`config.mk`:
```
export PLATFORM = sky130hd
export DESIGN_NAME = ternary_mac_q13
export DESIGN_NICKNAME = d
export VERILOG_FILES = /design/src/rtl/ntru_pkg.sv /design/src/rtl/add_2i13_o13.sv /design/src/rtl/ternary_mac_lane.sv /design/src/rtl/ternary_mac_q13.sv
export SDC_FILE = /design/constraint.sdc
export NUM_CORES = 1
export LEC_CHECK = 0
export BUFFER_PORTS_ARGS = -buffer_cell sky130_fd_sc_hd__buf_4
export CORE_MARGIN = 3
export CORE_UTILIZATION = 54
export CTS_CLUSTER_DIAMETER = 60
export DETAILED_ROUTE_END_ITERATION = 10
export MAX_ROUTING_LAYER = met4
export PLACE_DENSITY_LB_ADDON = 0.08
export SKIP_CTS_REPAIR_TIMING = 1
export SLEW_MARGIN = 20
export SYNTH_ARGS = -nofsm -noshare
export SYNTH_HDL_FRONTEND = slang
export SYNTH_SLANG_ARGS = --single-unit
```
`constraint.sdc`:
```
create_clock -name clk -period 2.2 [get_ports clk]
set_input_delay 0.22 -clock clk [delete_from_list [all_inputs] [get_ports clk]]
set_output_delay 0.22 -clock clk [all_outputs]
set_load 0.01 [all_outputs]
```
`src/rtl/ntru_pkg.sv`:
```
// ntru_pkg
// Shared types and constants for the HRSS encapsulation datapath.
//   NUM_BIT      coefficient width, q = 2^NUM_BIT
//   Q_MASK       mask reducing a value mod q
//   coef_t       one coefficient mod q
//   tern_t       two-bit ternary digit encoding (10 is illegal)
//   mac_state_t  states of the ternary MAC controller
package ntru_pkg;

    localparam int NUM_BIT = 13;
    localparam logic [NUM_BIT-1:0] Q_MASK = 13'h1FFF;

    typedef logic [NUM_BIT-1:0] coef_t;

    typedef enum logic [1:0] {
        T_ZERO = 2'b00,
        T_POS  = 2'b01,
        T_NEG  = 2'b11
    } tern_t;

    typedef enum logic [1:0] {
        ST_IDLE,
        ST_ACCUM,
        ST_DRAIN,
        ST_HOLD
    } mac_state_t;

    // The only code point without a meaning is 2'b10.
    function automatic logic tern_illegal(input logic [1:0] digit);
        return digit == 2'b10;
    endfunction

endpackage

```
`src/rtl/add_2i13_o13.sv`:
```
// add_2i13_o13
// Two-input 13-bit Kogge-Stone prefix adder; carry-out is dropped so the
// result is the sum mod 2^13.
//   i_x1, i_x2   addends
//   o_sum        (i_x1 + i_x2) mod 8192
module add_2i13_o13
    import ntru_pkg::*;
(
    input  coef_t i_x1,
    input  coef_t i_x2,
    output coef_t o_sum
);

    coef_t w_p0;
    coef_t w_g;
    coef_t w_p;
    coef_t w_carry;

    // Prefix tree: after level k, w_g[i] is the generate of span 2^(k+1)
    // ending at bit i. Shifting lines up bit i with bit i-d; the low d bits
    // keep their propagate because nothing lies below them.
    always_comb begin
        w_p0 = i_x1 ^ i_x2;
        w_g  = i_x1 & i_x2;
        w_p  = w_p0;
        for (int lv = 0; lv < 4; lv++) begin
            w_g = w_g | (w_p & (w_g << (1 << lv)));
            w_p = w_p & ((w_p << (1 << lv)) | coef_t'((13'd1 << (1 << lv)) - 13'd1));
        end
        w_carry = {w_g[NUM_BIT-2:0], 1'b0};
        o_sum   = (w_p0 ^ w_carry) & Q_MASK;
    end

endmodule

```
`src/rtl/ternary_mac_lane.sv`:
```
// ternary_mac_lane
// One accumulator lane: stage 1 registers the operand 0 / a / -a selected by
// the ternary digit, stage 2 adds it into the accumulator mod 2^13.
//   clk, rst_n   clock, synchronous active-low reset
//   i_clear      zero the accumulator and drop any in-flight operand
//   i_load       a beat is accepted this cycle
//   i_coef       broadcast coefficient a
//   i_tern       this lane's digit
//   o_acc        accumulator value
//   o_illegal    current digit is the illegal code 10
module ternary_mac_lane
    import ntru_pkg::*;
(
    input  logic       clk,
    input  logic       rst_n,
    input  logic       i_clear,
    input  logic       i_load,
    input  coef_t      i_coef,
    input  logic [1:0] i_tern,
    output coef_t      o_acc,
    output logic       o_illegal
);

    coef_t w_neg;
    coef_t w_op;
    coef_t w_sum;
    coef_t r_op;
    coef_t r_acc;
    logic  r_op_valid;

    // Two's complement negation reuses the adder: ~a + 1.
    add_2i13_o13 u_neg (
        .i_x1  (~i_coef),
        .i_x2  (13'd1),
        .o_sum (w_neg)
    );

    always_comb begin
        w_op      = '0;
        o_illegal = tern_illegal(i_tern);
        case (i_tern)
            T_POS:   w_op = i_coef;
            T_NEG:   w_op = w_neg;
            default: w_op = '0;
        endcase
    end

    add_2i13_o13 u_acc (
        .i_x1  (r_acc),
        .i_x2  (r_op),
        .o_sum (w_sum)
    );

    always_ff @(posedge clk) begin
        if (!rst_n || i_clear) begin
            r_op       <= '0;
            r_op_valid <= 1'b0;
            r_acc      <= '0;
        end else begin
            r_op_valid <= i_load;
            if (i_load) begin
                r_op <= w_op;
            end
            if (r_op_valid) begin
                r_acc <= w_sum;
            end
        end
    end

    assign o_acc = r_acc;

endmodule

```
`src/rtl/ternary_mac_q13.sv`:
```
// ternary_mac_q13
// Multi-lane ternary multiply-accumulate mod 2^13. Each beat broadcasts one
// coefficient and one ternary digit per lane; each lane does acc += t*a.
//   clk, rst_n            clock, synchronous active-low reset
//   start                 open a new product (honoured in IDLE only)
//   in_valid/in_ready     input beat handshake
//   in_coef               coefficient a
//   in_tern               lane i digit at [2i+1:2i]
//   in_last               final beat of the product
//   out_valid/out_ready   result handshake
//   out_acc               lane i result at [13i+12:13i]
//   busy                  controller not idle
//   err                   sticky: illegal digit or beat overrun
module ternary_mac_q13
    import ntru_pkg::*;
#(
    parameter int LANES     = 4,
    parameter int NUM_BIT   = 13,
    parameter int MAX_TERMS = 701
) (
    input  logic                       clk,
    input  logic                       rst_n,
    input  logic                       start,
    input  logic                       in_valid,
    output logic                       in_ready,
    input  logic [NUM_BIT-1:0]         in_coef,
    input  logic [2*LANES-1:0]         in_tern,
    input  logic                       in_last,
    output logic                       out_valid,
    input  logic                       out_ready,
    output logic [NUM_BIT*LANES-1:0]   out_acc,
    output logic                       busy,
    output logic                       err
);

    localparam int CNT_W = $clog2(MAX_TERMS + 2);
    localparam logic [CNT_W-1:0] CNT_MAX  = CNT_W'(MAX_TERMS + 1);
    localparam logic [CNT_W-1:0] CNT_LAST = CNT_W'(MAX_TERMS);

    mac_state_t       r_state;
    mac_state_t       w_state_next;
    logic [CNT_W-1:0] r_beat_cnt;
    logic             r_err;
    logic             w_accept;
    logic             w_start_ok;
    logic [LANES-1:0] w_lane_illegal;

    assign w_accept   = (r_state == ST_ACCUM) && in_valid;
    assign w_start_ok = (r_state == ST_IDLE) && start;

    always_comb begin
        w_state_next = r_state;
        in_ready     = 1'b0;
        out_valid    = 1'b0;
        busy         = 1'b1;
        case (r_state)
            ST_IDLE: begin
                busy = 1'b0;
                if (start) w_state_next = ST_ACCUM;
            end
            ST_ACCUM: begin
                in_ready = 1'b1;
                if (in_valid && in_last) w_state_next = ST_DRAIN;
            end
            // Last operand sits in stage 1; this cycle folds it into the sums.
            ST_DRAIN: begin
                w_state_next = ST_HOLD;
            end
            ST_HOLD: begin
                out_valid = 1'b1;
                if (out_ready) w_state_next = ST_IDLE;
            end
            default: w_state_next = ST_IDLE;
        endcase
    end

    always_ff @(posedge clk) begin
        if (!rst_n) begin
            r_state    <= ST_IDLE;
            r_beat_cnt <= '0;
            r_err      <= 1'b0;
        end else begin
            r_state <= w_state_next;
            if (w_start_ok) begin
                r_beat_cnt <= '0;
                r_err      <= 1'b0;
            end else if (w_accept) begin
                if (r_beat_cnt < CNT_MAX) begin
                    r_beat_cnt <= r_beat_cnt + 1'b1;
                end
                // Beat number MAX_TERMS+1 (or later) without in_last overruns.
                if ((|w_lane_illegal) || (r_beat_cnt >= CNT_LAST && !in_last)) begin
                    r_err <= 1'b1;
                end
            end
        end
    end

    assign err = r_err;

    for (genvar gi = 0; gi < LANES; gi++) begin : g_lane
        ternary_mac_lane u_lane (
            .clk       (clk),
            .rst_n     (rst_n),
            .i_clear   (w_start_ok),
            .i_load    (w_accept),
            .i_coef    (in_coef),
            .i_tern    (in_tern[2*gi +: 2]),
            .o_acc     (out_acc[NUM_BIT*gi +: NUM_BIT]),
            .o_illegal (w_lane_illegal[gi])
        );
    end

endmodule

```
Yosys cells after proc, flatten, opt, wreduce, memory -nomap -nowiden. Index checks and enable logic that the tools add are counted. W data, S select, Z words.

Register bits after elaboration: 118. Bits of input ports: 27. Output and inout bits: 56. Word-level logic and storage cells: 129.

Add/subtract/negate cells: 1. Order comparisons: 2. Equality and inequality tests: 18. Multiplexer cells: 11. Bitwise logic cells: 71. Reduce and logical (&&, ||, !) cells: 14.

Operators with widths (number): $and A12 B12 Y12 (38); $or A12 B12 Y12 (19); $xor A13 B13 Y13 (9); $pmux W13 S2 (4); $eq A2 B2 Y1 const B (10); $not A13 Y13 (1); $and A12 B2 Y12 (1); $or A1 B12 Y12 (1); $add A10 B1 Y10 const B (1); $eq A2 B1 Y1 const B (5); $ge A10 B10 Y1 const B (1); $lt A10 B10 Y1 const B (1); $pmux W2 S4 (1); $mux W2 (3); $logic_and A1 B1 Y1 (4); $ne A2 B2 Y1 const B (2); $reduce_and A2 Y1 (2); $reduce_or A4 Y1 (1); $mux W1 (3); $reduce_and A3 Y1 (1); $logic_not A1 Y1 (2); $logic_not A2 Y1 (1); $logic_or A1 B1 Y1 (2); $ne A2 B1 Y1 const B (1); other kinds (2) (3).

Longest topological paths before layout.
Word-level depth: 12. Depth in mapped cells: 9. Depth with buffers taken out: 8.

Hierarchy. A second synthesis with hierarchy kept.

Cells, all modules: 1102. Area, all modules: 9955.8 um2.

By module, submodules not included: ternary_mac_lane (times used 4, cells an instance 107, area an instance 1142.3 um2, seq. area each 540.5 um2); add_2i13_o13 (g_lane[2].u_lane.u_acc ...) (times used 4, cells an instance 67, area an instance 529.3 um2, seq. area each 0.0 um2); add_2i13_o13 (g_lane[0].u_lane.u_neg ...) (times used 3, cells an instance 79, area an instance 611.8 um2, seq. area each 0.0 um2); ternary_mac_q13 (times used 1, cells an instance 90, area an instance 827.0 um2, seq. area each 260.2 um2); add_2i13_o13 (g_lane[0].u_lane.u_acc) (times used 1, cells an instance 79, area an instance 606.8 um2, seq. area each 0.0 um2).

Least setup slack after synthesis. Ideal clock, no wire load.

Path kind: register -> register. From: reg g_lane[1].u_lane.r_acc[0]. To: reg g_lane[1].u_lane.r_acc[10]. Setup time: 0.070 ns. Arrival: 2.294 ns. Data required time: 2.130 ns. Path slack: -0.164 ns. Cell stages (with the launch flop): 9. Buffers on the path: 0. Period minus slack after synthesis: 2.364 ns. Cells stage by stage: dfxtp_1 > ha_1 > fa_1 > a211oi_1 > o21bai_1 > a2111oi_0 > nor3_1 > mux2_2 > a21oi_1.

Cells in the longest elaborated chain, start to end: 8. Elaborated cells between the ends (all ways): 13. Those cells by class: bitwise: 13.

Ends and longest elaborated chain: start: declaration (RTL line ternary_mac_lane.sv:28) `coef_t r_acc;`; start signal: assignment (RTL line ternary_mac_lane.sv:65) `r_acc <= w_sum;`; $and A12 B12 Y12 / $xor A13 B13 Y13 (equally long branches) (RTL line add_2i13_o13.sv:24, add_2i13_o13.sv:23); $and A12 B12 Y12, on equally long branches (RTL line add_2i13_o13.sv:27, add_2i13_o13.sv:28); $or A12 B12 Y12 (tied with other cells) (RTL line add_2i13_o13.sv:27) `w_g = w_g | (w_p & (w_g << (1 << lv)));`; $or A12 B12 Y12 / $and A12 B12 Y12 (equally long branches) (RTL line add_2i13_o13.sv:27); $or A12 B12 Y12 (*) (RTL line add_2i13_o13.sv:27); $and A12 B12 Y12 (*) (RTL line add_2i13_o13.sv:27); $or A12 B12 Y12 (*) (RTL line add_2i13_o13.sv:27); $xor A13 B13 Y13 (*) (RTL line add_2i13_o13.sv:31) `o_sum = (w_p0 ^ w_carry) & Q_MASK;`.

Every way passes the cells marked *; elsewhere a longest branch is shown, timed or not. A chain may end at the register's enable or synchronous reset.

Worst setup path after layout.
From: reg g_lane[0].u_lane.r_acc[0]. To: reg g_lane[0].u_lane.r_acc[10].

Cells in the longest elaborated chain, start to end: 8. Elaborated cells between the ends (all ways): 13. Those cells by class: bitwise: 13.

Ends and longest elaborated chain (RTL line): start: declaration (ternary_mac_lane.sv:28); start signal: assignment (ternary_mac_lane.sv:65); $and A12 B12 Y12 / $xor A13 B13 Y13 (equally long branches) (add_2i13_o13.sv:24, add_2i13_o13.sv:23); $and A12 B12 Y12, on equally long branches (add_2i13_o13.sv:27, add_2i13_o13.sv:28); $or A12 B12 Y12 (tied with other cells) (add_2i13_o13.sv:27); $or A12 B12 Y12 / $and A12 B12 Y12 (equally long branches) (add_2i13_o13.sv:27); $or A12 B12 Y12 (*) (add_2i13_o13.sv:27); $and A12 B12 Y12 (*) (add_2i13_o13.sv:27); $or A12 B12 Y12 (*) (add_2i13_o13.sv:27); $xor A13 B13 Y13 (*) (add_2i13_o13.sv:31).

Marks and branches as above.

==> results.sh <==
export IMPL_num_rows=41
export IMPL_max_cap_violations=0
export IMPL_ys_types=57
export IMPL_fin_skew_ns=0.00794
export IMPL_status="finished with violations"
export IMPL_grt_pass1_vias=6958
export IMPL_ant_nets=0
export IMPL_ys_seq_elements=118
export IMPL_min_path_type="in -> reg"
export IMPL_min_to="r_state[1]"
export IMPL_boundaryPins=83
export IMPL_cts_buffers=17
export IMPL_layout_cells_non_filler=1184
export IMPL_worst_path_max_delay_cell="fa_2"
export IMPL_grt_usage_pct=29.6
export IMPL_rsz0062_at_grt="true"
export IMPL_first_iter_violations=595
export IMPL_worstMarginPinSlew_ns=0.528
export IMPL_min_path_cells=2
export IMPL_clk_pin_slew_worst_paths_ns=0.06
export IMPL_p_leak_nw=3.97
export IMPL_initial_core_util_pct=56.6
export IMPL_crit_path_max_incr_delay_ns=0.42
export IMPL_reg2reg_slack_ns=-0.04
export IMPL_area_growth_pct=23.0
export IMPL_num_antenna_cells=0
export IMPL_vias=7148
export IMPL_cts_tree="yes"
export IMPL_synthCells=900
export IMPL_htreeDepth=4
export IMPL_r2r_cells=8
export IMPL_worstPathRequired_ns=2.56
export IMPL_grt_pass1_wl_mm=34.0
export IMPL_drtPass1Iterations=6
export IMPL_gp_congestion=1.02
export IMPL_fp_dieH_microns=123
export IMPL_cp_end_kind="flop"
export IMPL_ys_top_cells_by_area="dfxtp_1 32%, ha_1 9.7%, xnor2_1 6.4%"
export IMPL_synth_top_cells_by_count="118 x dfxtp_1, 97 x nor2_1, 92 x nand2_1"
export IMPL_yosysTopAreaCellShare_pct=32.2
export IMPL_antenna_found_initial=0
export IMPL_drive_above_1_share_pct=19.3
export IMPL_synth_area_leader_cell="dfxtp_1"
export IMPL_yosysWarnings=0
export IMPL_clk_insertion_delay_late_ns=0.42
export IMPL_core_sq_um=13000
export IMPL_via_per_inst=6.04
export IMPL_slew_viol_final=0
export IMPL_yosysMostFrequentCell="dfxtp_1"
export IMPL_rr_startpoint="g_lane[0].u_lane.o_acc[0]"
export IMPL_power_density_nw_per_um2=705
export IMPL_die_width_microns=123
export IMPL_clock_path_buffers=2
export IMPL_grt_max_degree=37
export IMPL_peakVddDrop_uv=552
export IMPL_fin_crit_ns=2.24
export IMPL_dp_cells=1149
export IMPL_hold_ws_ns=0.0676
export IMPL_worstPathCellList="ha_4 > fa_2 > a211oi_4 > o21bai_2 > a2111oi_2 > nor3_1 > mux2_2 > a21oi_2"
export IMPL_slew_headroom_pct=64.4
export IMPL_violations="setup timing"
export IMPL_path_class="reg -> reg"
export IMPL_wl_mm=21.5
export IMPL_post_place_ws_ns=-0.0551
export IMPL_synth_fp_nets=988
export IMPL_synth_ff_type="dfxtp_1"
export IMPL_power_total_w=0.00636
export IMPL_fin_ws_ns=-0.0378
export IMPL_finalHoldViolCount=0
export IMPL_ys_seq_area_share_pct=32.2
export IMPL_numClockSinks=118
export IMPL_ys_async_sr_fraction_pct=0
export IMPL_root_buffer="clkbuf_16"
export IMPL_hp_start="rst_n"
export IMPL_synth_edf_count=0
export IMPL_max_freq_mhz=447
export IMPL_tns_ns=-0.0378
export IMPL_finalNetCount=1087
export IMPL_cp_max_fo=3
export IMPL_io_buffers=82
export IMPL_drc=0
export IMPL_synth_area_sq_um=7350
export IMPL_gr_total_overflow=0
export IMPL_dpl_hpwl_mm=15.3
export IMPL_cp_arrival_ns=2.59
export IMPL_avgSynthCellArea_sq_um=8.16
export IMPL_timing_rr_end="g_lane[0].u_lane.o_acc[10]"
export IMPL_setup_viol=1
export IMPL_period_share_pct=102
export IMPL_cp_start_kind="flop"
export IMPL_dieArea_sq_um=15000
export IMPL_routedWlPerCell_microns=18.1
-- report_power, final --
part / total [W] / internal, W / switching (W)
clock network: 0.00270 / 0.00171 / 0.000993
registers: 0.00231 / 0.00222 / 0.0000825
logic: 0.00135 / 0.000485 / 0.000869
total: 0.00636 / 0.00442 / 0.00194
-- flip-flops by register name (all words and copies together) (netlist names) --
signal,cells
g_lane.u_lane.o_acc,52
g_lane.u_lane.r_op,52
r_beat_cnt,10
r_state,2
err,1
g_lane.u_lane.r_op_valid,1
-- worst max-delay path by stage --
stage | startpoint | endpoint | slack (ns) | depth (start not counted)
after floorplan | g_lane[1].u_lane.o_acc[0] | g_lane[1].u_lane.o_acc[10] | -0.02 | 8
after global placement | g_lane[3].u_lane.o_acc[0] | g_lane[3].u_lane.o_acc[12] | -0.02 | 8
after detailed placement | g_lane[3].u_lane.o_acc[0] | g_lane[3].u_lane.o_acc[12] | -0.06 | 8
after CTS | g_lane[3].u_lane.o_acc[0] | g_lane[3].u_lane.o_acc[12] | -0.09 | 8
after global routing | g_lane[0].u_lane.o_acc[0] | g_lane[0].u_lane.o_acc[10] | -0.12 | 8
final | g_lane[0].u_lane.o_acc[0] | g_lane[0].u_lane.o_acc[10] | -0.04 | 8
-- layout make-up --
class | instances | area [sq um]
inverter | 26 | 97.6
tap | 172 | 215
clock buffer | 22 | 464
multi-input combinational | 709 | 4830
timing repair buffer | 127 | 953
fill | 1055 | 3950
clock inverter | 10 | 104
sequential | 118 | 2370
-- logic make-up after synthesis --
kind of cell	synth area share (%)
DFF	32.2
buffers and inverters	3.97
adders and majority gates	10.8
and+or+nand+nor	20.2
muxes	3.71
AOI/OAI and AO/OA	20.7
xor gates and xnor gates	8.47
-- stage by stage --
stage          instance area, sq um  util [%]
2_1_floorplan                  7360         -
3_3_place_gp                   8320      64.1
3_5_place_dp                   8320      64.1
4_1_cts                        8890      68.5
5_1_grt                        9030      69.6
6_report                       9030      69.6
-- layer usage --
metal,wire length [microns],global-route usage (%),vias up
met4,706,11.7,0
met2,10400,48.5,240
met3,1200,5.30,70
met5,0,-,-
li1,-,-,3441
met1,9130,36.2,3397
-- cells in the final DEF, fill, tap and decap left out, types with 6 or more instances in the layout --
master,count
buf_4,127
dfxtp_1,113
nor2_1,97
nand2_1,91
ha_1,55
xnor2_1,54
o21ai_0,47
a21oi_1,45
a22oi_1,39
nand3_1,28
inv_1,26
mux2i_1,25
nor3_1,24
a21o_1,20
xor2_1,17
clkbuf_16,17
and3_1,13
a211oi_1,13
nand4_1,11
nand2b_1,9
or3_1,8
nor2b_1,7
clkinv_2,7
o22ai_1,6
o211ai_1,6
a21oi_2,6
o21a_1,6
o21bai_1,6
-- worst max-delay path, delay by kind of cell (launching register included) --
family,cells,cell delay (ns)
AO/OA/AOI/OAI,4,0.86
adder cells (fa/ha/maj),2,0.60
flip-flops,1,0.34
multiplexers,1,0.29
AND/OR/NAND/NOR,1,0.09
(Power assumes the default switching activity.)
